===== src/rtl/fht_but_pipe.sv =====
// Radix-2 FHT butterfly: Y0 = X0 + (cos*X1 + sin*X2), Y1 = X0 - (...), with optional halving,
// output saturation and a saturating overflow-event counter. Every stage advances only on iEN.
module fht_but_pipe #(
    parameter int D_BIT   = 18,
    parameter int W_BIT   = 16,
    parameter int OUT_REG = 1,
    parameter int CNT_BIT = 16
) (
    input  logic                      iCLK,
    input  logic                      iRESET,
    input  logic                      iEN,
    input  logic                      iVALID,
    input  logic signed [D_BIT-1:0]   iX_0,
    input  logic signed [D_BIT-1:0]   iX_1,
    input  logic signed [D_BIT-1:0]   iX_2,
    input  logic signed [W_BIT-1:0]   iSIN,
    input  logic signed [W_BIT-1:0]   iCOS,
    input  logic                      iSCALE,
    input  logic                      iCLR,
    output logic signed [D_BIT-1:0]   oY_0,
    output logic signed [D_BIT-1:0]   oY_1,
    output logic                      oVALID,
    output logic                      oOVF,
    output logic [CNT_BIT-1:0]        oOVF_CNT
);

    localparam int PW = D_BIT + W_BIT;
    localparam int SW = PW + 1;
    localparam int TW = D_BIT + 2;
    localparam int AW = D_BIT + 3;

    localparam logic signed [SW-1:0] RND   = {{(SW-W_BIT+1){1'b0}}, 1'b1, {(W_BIT-2){1'b0}}};
    localparam logic signed [AW-1:0] ONE_A = {{(AW-1){1'b0}}, 1'b1};
    localparam logic signed [AW-1:0] Y_MAX = {{(AW-D_BIT+1){1'b0}}, {(D_BIT-1){1'b1}}};
    localparam logic signed [AW-1:0] Y_MIN = {{(AW-D_BIT+1){1'b1}}, {(D_BIT-1){1'b0}}};

    logic signed [PW-1:0]    p1_q, p2_q;
    logic signed [D_BIT-1:0] x0_s1_q;
    logic                    sc_s1_q, v_s1_q;

    always_ff @(posedge iCLK or negedge iRESET) begin
        if (!iRESET) begin
            p1_q    <= '0;
            p2_q    <= '0;
            x0_s1_q <= '0;
            sc_s1_q <= 1'b0;
            v_s1_q  <= 1'b0;
        end else if (iEN) begin
            p1_q    <= iCOS * iX_1;
            p2_q    <= iSIN * iX_2;
            x0_s1_q <= iX_0;
            sc_s1_q <= iSCALE;
            v_s1_q  <= iVALID;
        end
    end

    // Sum, round-half-up and drop W_BIT-1 fraction bits; T keeps D_BIT+2 bits so cos=sin=-1.0 cannot wrap.
    logic signed [TW-1:0]    t_d, t_q;
    logic signed [D_BIT-1:0] x0_s2_q;
    logic                    sc_s2_q, v_s2_q;

    always_comb begin
        t_d = TW'(($signed({p1_q[PW-1], p1_q}) + $signed({p2_q[PW-1], p2_q}) + RND) >>> (W_BIT-1));
    end

    always_ff @(posedge iCLK or negedge iRESET) begin
        if (!iRESET) begin
            t_q     <= '0;
            x0_s2_q <= '0;
            sc_s2_q <= 1'b0;
            v_s2_q  <= 1'b0;
        end else if (iEN) begin
            t_q     <= t_d;
            x0_s2_q <= x0_s1_q;
            sc_s2_q <= sc_s1_q;
            v_s2_q  <= v_s1_q;
        end
    end

    logic signed [AW-1:0]    a_sum, b_sum, a_scl, b_scl;
    logic signed [D_BIT-1:0] y0_d, y1_d;
    logic                    ovf_d;

    always_comb begin
        a_sum = {{3{x0_s2_q[D_BIT-1]}}, x0_s2_q} + {t_q[TW-1], t_q};
        b_sum = {{3{x0_s2_q[D_BIT-1]}}, x0_s2_q} - {t_q[TW-1], t_q};
        a_scl = sc_s2_q ? ((a_sum + ONE_A) >>> 1) : a_sum;
        b_scl = sc_s2_q ? ((b_sum + ONE_A) >>> 1) : b_sum;
        y0_d  = a_scl[D_BIT-1:0];
        y1_d  = b_scl[D_BIT-1:0];
        ovf_d = 1'b0;
        if (a_scl > Y_MAX) begin
            y0_d  = Y_MAX[D_BIT-1:0];
            ovf_d = 1'b1;
        end else if (a_scl < Y_MIN) begin
            y0_d  = Y_MIN[D_BIT-1:0];
            ovf_d = 1'b1;
        end
        if (b_scl > Y_MAX) begin
            y1_d  = Y_MAX[D_BIT-1:0];
            ovf_d = 1'b1;
        end else if (b_scl < Y_MIN) begin
            y1_d  = Y_MIN[D_BIT-1:0];
            ovf_d = 1'b1;
        end
    end

    logic signed [D_BIT-1:0] y0_s3_q, y1_s3_q;
    logic                    ovf_s3_q, v_s3_q;

    always_ff @(posedge iCLK or negedge iRESET) begin
        if (!iRESET) begin
            y0_s3_q  <= '0;
            y1_s3_q  <= '0;
            ovf_s3_q <= 1'b0;
            v_s3_q   <= 1'b0;
        end else if (iEN) begin
            y0_s3_q  <= y0_d;
            y1_s3_q  <= y1_d;
            ovf_s3_q <= ovf_d;
            v_s3_q   <= v_s2_q;
        end
    end

    // fin_* are the valid/overflow about to be loaded into the visible output register.
    logic fin_v, fin_ovf;

    generate
        if (OUT_REG != 0) begin : g_oreg
            logic signed [D_BIT-1:0] y0_o_q, y1_o_q;
            logic                    ovf_o_q, v_o_q;

            always_ff @(posedge iCLK or negedge iRESET) begin
                if (!iRESET) begin
                    y0_o_q  <= '0;
                    y1_o_q  <= '0;
                    ovf_o_q <= 1'b0;
                    v_o_q   <= 1'b0;
                end else if (iEN) begin
                    y0_o_q  <= y0_s3_q;
                    y1_o_q  <= y1_s3_q;
                    ovf_o_q <= ovf_s3_q;
                    v_o_q   <= v_s3_q;
                end
            end

            assign oY_0    = y0_o_q;
            assign oY_1    = y1_o_q;
            assign oOVF    = ovf_o_q;
            assign oVALID  = v_o_q;
            assign fin_v   = v_s3_q;
            assign fin_ovf = ovf_s3_q;
        end else begin : g_noreg
            assign oY_0    = y0_s3_q;
            assign oY_1    = y1_s3_q;
            assign oOVF    = ovf_s3_q;
            assign oVALID  = v_s3_q;
            assign fin_v   = v_s2_q;
            assign fin_ovf = ovf_d;
        end
    endgenerate

    // Count steps on the same edge that makes the overflowing output visible; clear wins.
    logic [CNT_BIT-1:0] ovf_cnt_d, ovf_cnt_q;

    always_comb begin
        ovf_cnt_d = ovf_cnt_q;
        if (iCLR) begin
            ovf_cnt_d = '0;
        end else if (iEN && fin_v && fin_ovf && !(&ovf_cnt_q)) begin
            ovf_cnt_d = ovf_cnt_q + 1'b1;
        end
    end

    always_ff @(posedge iCLK or negedge iRESET) begin
        if (!iRESET) begin
            ovf_cnt_q <= '0;
        end else begin
            ovf_cnt_q <= ovf_cnt_d;
        end
    end

    assign oOVF_CNT = ovf_cnt_q;

endmodule

===== config.mk =====
export PLATFORM = sky130hd
export DESIGN_NAME = fht_but_pipe
export DESIGN_NICKNAME = d
export VERILOG_FILES = /design/src/rtl/fht_but_pipe.sv
export SDC_FILE = /design/constraint.sdc
export NUM_CORES = 2
export LEC_CHECK = 0
export BUFFER_PORTS_ARGS = -buffer_cell sky130_fd_sc_hd__buf_4
export CORE_MARGIN = 8
export CORE_UTILIZATION = 37
export CTS_BUF_LIST = sky130_fd_sc_hd__clkbuf_2
export DETAILED_ROUTE_END_ITERATION = 16
export GPL_ROUTABILITY_DRIVEN = 0
export GPL_TIMING_DRIVEN = 0
export PLACE_DENSITY_LB_ADDON = 0.08
export SYNTH_ARGS = -nofsm -noshare
export SYNTH_HDL_FRONTEND = slang
export SYNTH_SLANG_ARGS = --single-unit

===== constraint.sdc =====
create_clock -name iCLK -period 9.3 [get_ports iCLK]
set_clock_uncertainty 0.1 [all_clocks]
set_input_delay 1.86 -clock iCLK [delete_from_list [all_inputs] [get_ports iCLK]]
set_output_delay 1.86 -clock iCLK [all_outputs]
set_load 0.05 [all_outputs]

==> summary.md <==
| Metric | Value |
|---|---|
| CP startpoint kind | primary input |
| Synth top area cells | sky130_fd_sc_hd__fa_1 (33%), sky130_fd_sc_hd__dfrtp_1 (16%), sky130_fd_sc_hd__ha_1 (9.9%) |
| Critical path endpoint category | register |
| Max-cap violations | 0 |
| Average footprint of a synthesized cell | 9.38 um2 |
| Overall die height | 325 um |
| Upper clock frequency limit | 113 MHz |
| Synth Cell Area | 35400 um2 |
| Time the final worst path needs with I/O delays and setup | 8.84 ns |
| CTS Sinks | 220 |
| Proportion of netlist area held by the largest area contributor | 32.9% |
| Buffers from clock root to sink, at most | 3 |
| GRT Total Usage | 20.1% |
| Path category of the worst min-delay check | register to register |
| Maximum number of pins on one net before global-route repair | 113 |
| Initial drt markers | 1529 |
| DR vias/cell | 5.05 |
| Number of instances in the placed design | 5177 |
| Count of buffers added by post-CTS timing repair for setup | 0 |
| Worst Path Arrival | 9.63 ns |
| Endpoint required time on the critical path | 10.09 ns |
| Wirelength, routed | 105000 um |
| Mapped Cells | 3779 |
| Total number of vias | 26700 |
| Most frequent standard cell in the layout excluding fill and tap cells | sky130_fd_sc_hd__inv_1 |
| Final Instance Count excl. Fillers | 5286 |
| Fillers | 9722 |
| Setup-failing EPs final | 0 |
| Total nets after synthesis | 4733 |
| Status | finished, final reports clean |
| Setup repair after global routing missed its margin | false |
| Maximum level of the CTS H-tree | 2 |
| Most area-hungry cell type in the Yosys netlist | sky130_fd_sc_hd__fa_1 |
| Remaining max-slew budget at the tightest pin | 21.8% |
| Remaining number of nets flagged by the antenna check after routing | 0 |
| DR DRC count | 0 |
| Count of synthesis-stage warnings from yosys | 0 |
| Number of search-and-repair iterations in the first detailed-routing pass | 5 |
| Wire per inst | 19.9 um |
| Full die area | 106000 um2 |
| Maximum fanout count along the critical path | 10 |
| Total clock buffers created by CTS | 61 |
| Clock latency of the later-clocked register in the worst-skew pair | 1.04 ns |
| Crit path kind | primary input to register |
| IO Count | 146 |
| Count of flip-flops with a built-in enable after synthesis | 0 |
| Hold_buf cts | 0 |
| Period utilisation layout | 95.1% |
| DP Wirelength | 88600 um |
| Count of cell types in the netlist | 89 |
| Vias in the first global route | 28500 |
| Final hold violation count | 0 |
| Setup TNS | 0 ns |
| Initial antenna violation count | 4 |
| Initial core utilization | 37.3% |
| Remaining Overflow, GRT | 0 |
| Max-slew violation total from the final report | 0 |
| Worst slew pin tran | 1.16 ns |
| Width of the die | 325 um |
| Clock root buffer master | sky130_fd_sc_hd__clkbuf_2 |
| Placeable core region | 95000 um2 |
| Global-route wire length before repair | 167000 um |
| Dominant register cell in the synthesized netlist | sky130_fd_sc_hd__dfrtp_1 |
| Number of synthesized register bits | 220 |
| Nets@finish | 4929 |
| Area growth from synthesis to layout | 9.04% |
| Commonest cells after routing, fill and taps aside | sky130_fd_sc_hd__inv_1 (701), sky130_fd_sc_hd__fa_1 (582), sky130_fd_sc_hd__nand2_1 (378) |
| Post_cts resized | 0 |
| Clock tree from TritonCTS | built |
| FF-to-FF setup slack | 3.68 ns |
| IO buf count | 131 |
| Share of the yosys chip area belonging to registers | 15.5% |
| Layout cell share with drive strength beyond 1 | 10.2% |
| # rows | 113 |
| Post-synthesis async set-or-reset flop share | 100% |
| CTS clock-pin slew for the worst setup and hold paths | 0.10 ns |
==> Yosys cell counts (all sizes together), types with 9 or more instances <==
cell / instances
inv: 702
fa: 582
nand2: 378
and2: 287
ha: 280
dfrtp: 220
nor2: 153
a21oi: 128
clkbuf: 127
mux2: 126
o21ai: 98
xnor2: 97
nand3: 50
a21o: 44
nor3: 33
xor2: 31
a211oi: 27
buf: 27
nand2b: 26
o21a: 24
or3: 23
o31ai: 19
o22a: 18
and3: 17
nand4: 17
nor2b: 15
nor4: 15
o211ai: 15
mux2i: 14
a31oi: 13
o21bai: 13
o2bb2ai: 13
or2: 10
a221oi: 9
o41ai: 9
==> layer usage <==
| metal | GRT usage, % | up-vias | wire (um) |
|---|---|---|---|
| li1 | - | 12500 | - |
| met1 | 26.2 | 13600 | 45800 |
| met2 | 35.9 | 517 | 53400 |
| met3 | 2.01 | 104 | 3780 |
| met4 | 4.68 | 0 | 2410 |
| met5 | 0 | - | 0 |
==> registers in the layout, summed over array words and instances, names as in the netlist <==
signal,flops
p1_q,34
sc_s1_q,1
v_s1_q,1
y0_s3_q,18
y1_s3_q,18
x0_s2_q,18
x0_s1_q,18
p2_q,34
oOVF_CNT,16
t_q,20
oY_1,18
oVALID,1
v_s2_q,1
oOVF,1
sc_s2_q,1
oY_0,18
fin_ovf,1
fin_v,1
==> worst paths after layout <==
check                             from     endpoint  depth (start not counted)
setup / recovery               iCOS[7]     p1_q[32]                         25
hold / removal              y0_s3_q[4]   y0_s3_q[4]                          1
setup reg to reg           x0_s2_q[11]   y0_s3_q[2]                         15
hold reg to reg             y0_s3_q[4]   y0_s3_q[4]                          1
max in group asynchronous       iRESET     p2_q[21]                          2
min in group asynchronous       iRESET  x0_s2_q[10]                          1
==> area by class of cell <==
cell class | instances | area, um2 | area share [%]
flip-flops and latches | 220 | 5510 | 14.2
inverters | 705 | 2650 | 6.85
clock buffers | 87 | 435 | 1.13
multi-input cells | 2700 | 26700 | 69.0
diodes | 1 | 2.50 | 0.00648
clock inverters | 21 | 138 | 0.356
plain buffers | 154 | 627 | 1.62
repair buffers | 133 | 1050 | 2.71
well taps | 1265 | 1580 | 4.10
==> cell families after synthesis <==
logic type | Yosys count | share of synthesized area, %
fa+ha+maj | 862 | 42.8
mux | 140 | 4.40
flops | 220 | 15.5
xor+xnor | 128 | 3.16
buf+inv | 859 | 9.24
compound gates | 524 | 10.3
simple gates | 1046 | 14.6
==> through the flow <==
stage / instance area, um2 / util, % / hold slack [ns] / worst slack [ns]
detailed placement: 38100 / 40.1 / 0.369 / -0.548
CTS: 38600 / 40.7 / 0.391 / 0.631
global route: 38600 / 40.7 / 0.403 / 0.158
floorplan: 35400 / - / 0.349 / 0.971
global placement: 38000 / 40.0 / 0.367 / -0.525
finish: 38600 / 40.7 / 0.392 / 0.459
==> critical path, cell delays in order <==
cell	delay [ns]
sky130_fd_sc_hd__clkbuf_1	0.49
sky130_fd_sc_hd__clkbuf_1	0.47
sky130_fd_sc_hd__nand2_1	0.18
sky130_fd_sc_hd__fa_1	0.57
sky130_fd_sc_hd__inv_1	0.06
sky130_fd_sc_hd__fa_1	0.51
sky130_fd_sc_hd__inv_1	0.06
sky130_fd_sc_hd__fa_1	0.53
sky130_fd_sc_hd__inv_1	0.05
sky130_fd_sc_hd__fa_1	0.45
sky130_fd_sc_hd__fa_1	0.49
sky130_fd_sc_hd__inv_1	0.05
sky130_fd_sc_hd__fa_1	0.47
sky130_fd_sc_hd__inv_1	0.04
sky130_fd_sc_hd__ha_1	0.35
sky130_fd_sc_hd__a21o_1	0.19
sky130_fd_sc_hd__a21o_1	0.20
sky130_fd_sc_hd__a311o_1	0.36
sky130_fd_sc_hd__a31oi_1	0.48
sky130_fd_sc_hd__o311a_1	0.30
sky130_fd_sc_hd__nor3_1	0.07
sky130_fd_sc_hd__a2111oi_0	0.65
sky130_fd_sc_hd__a21oi_1	0.18
sky130_fd_sc_hd__xnor2_1	0.47
sky130_fd_sc_hd__a21oi_1	0.13
Power is left out: the tool's default activity adds up to more than one toggle a clock period on the data nets, which glitch-free logic cannot reach.
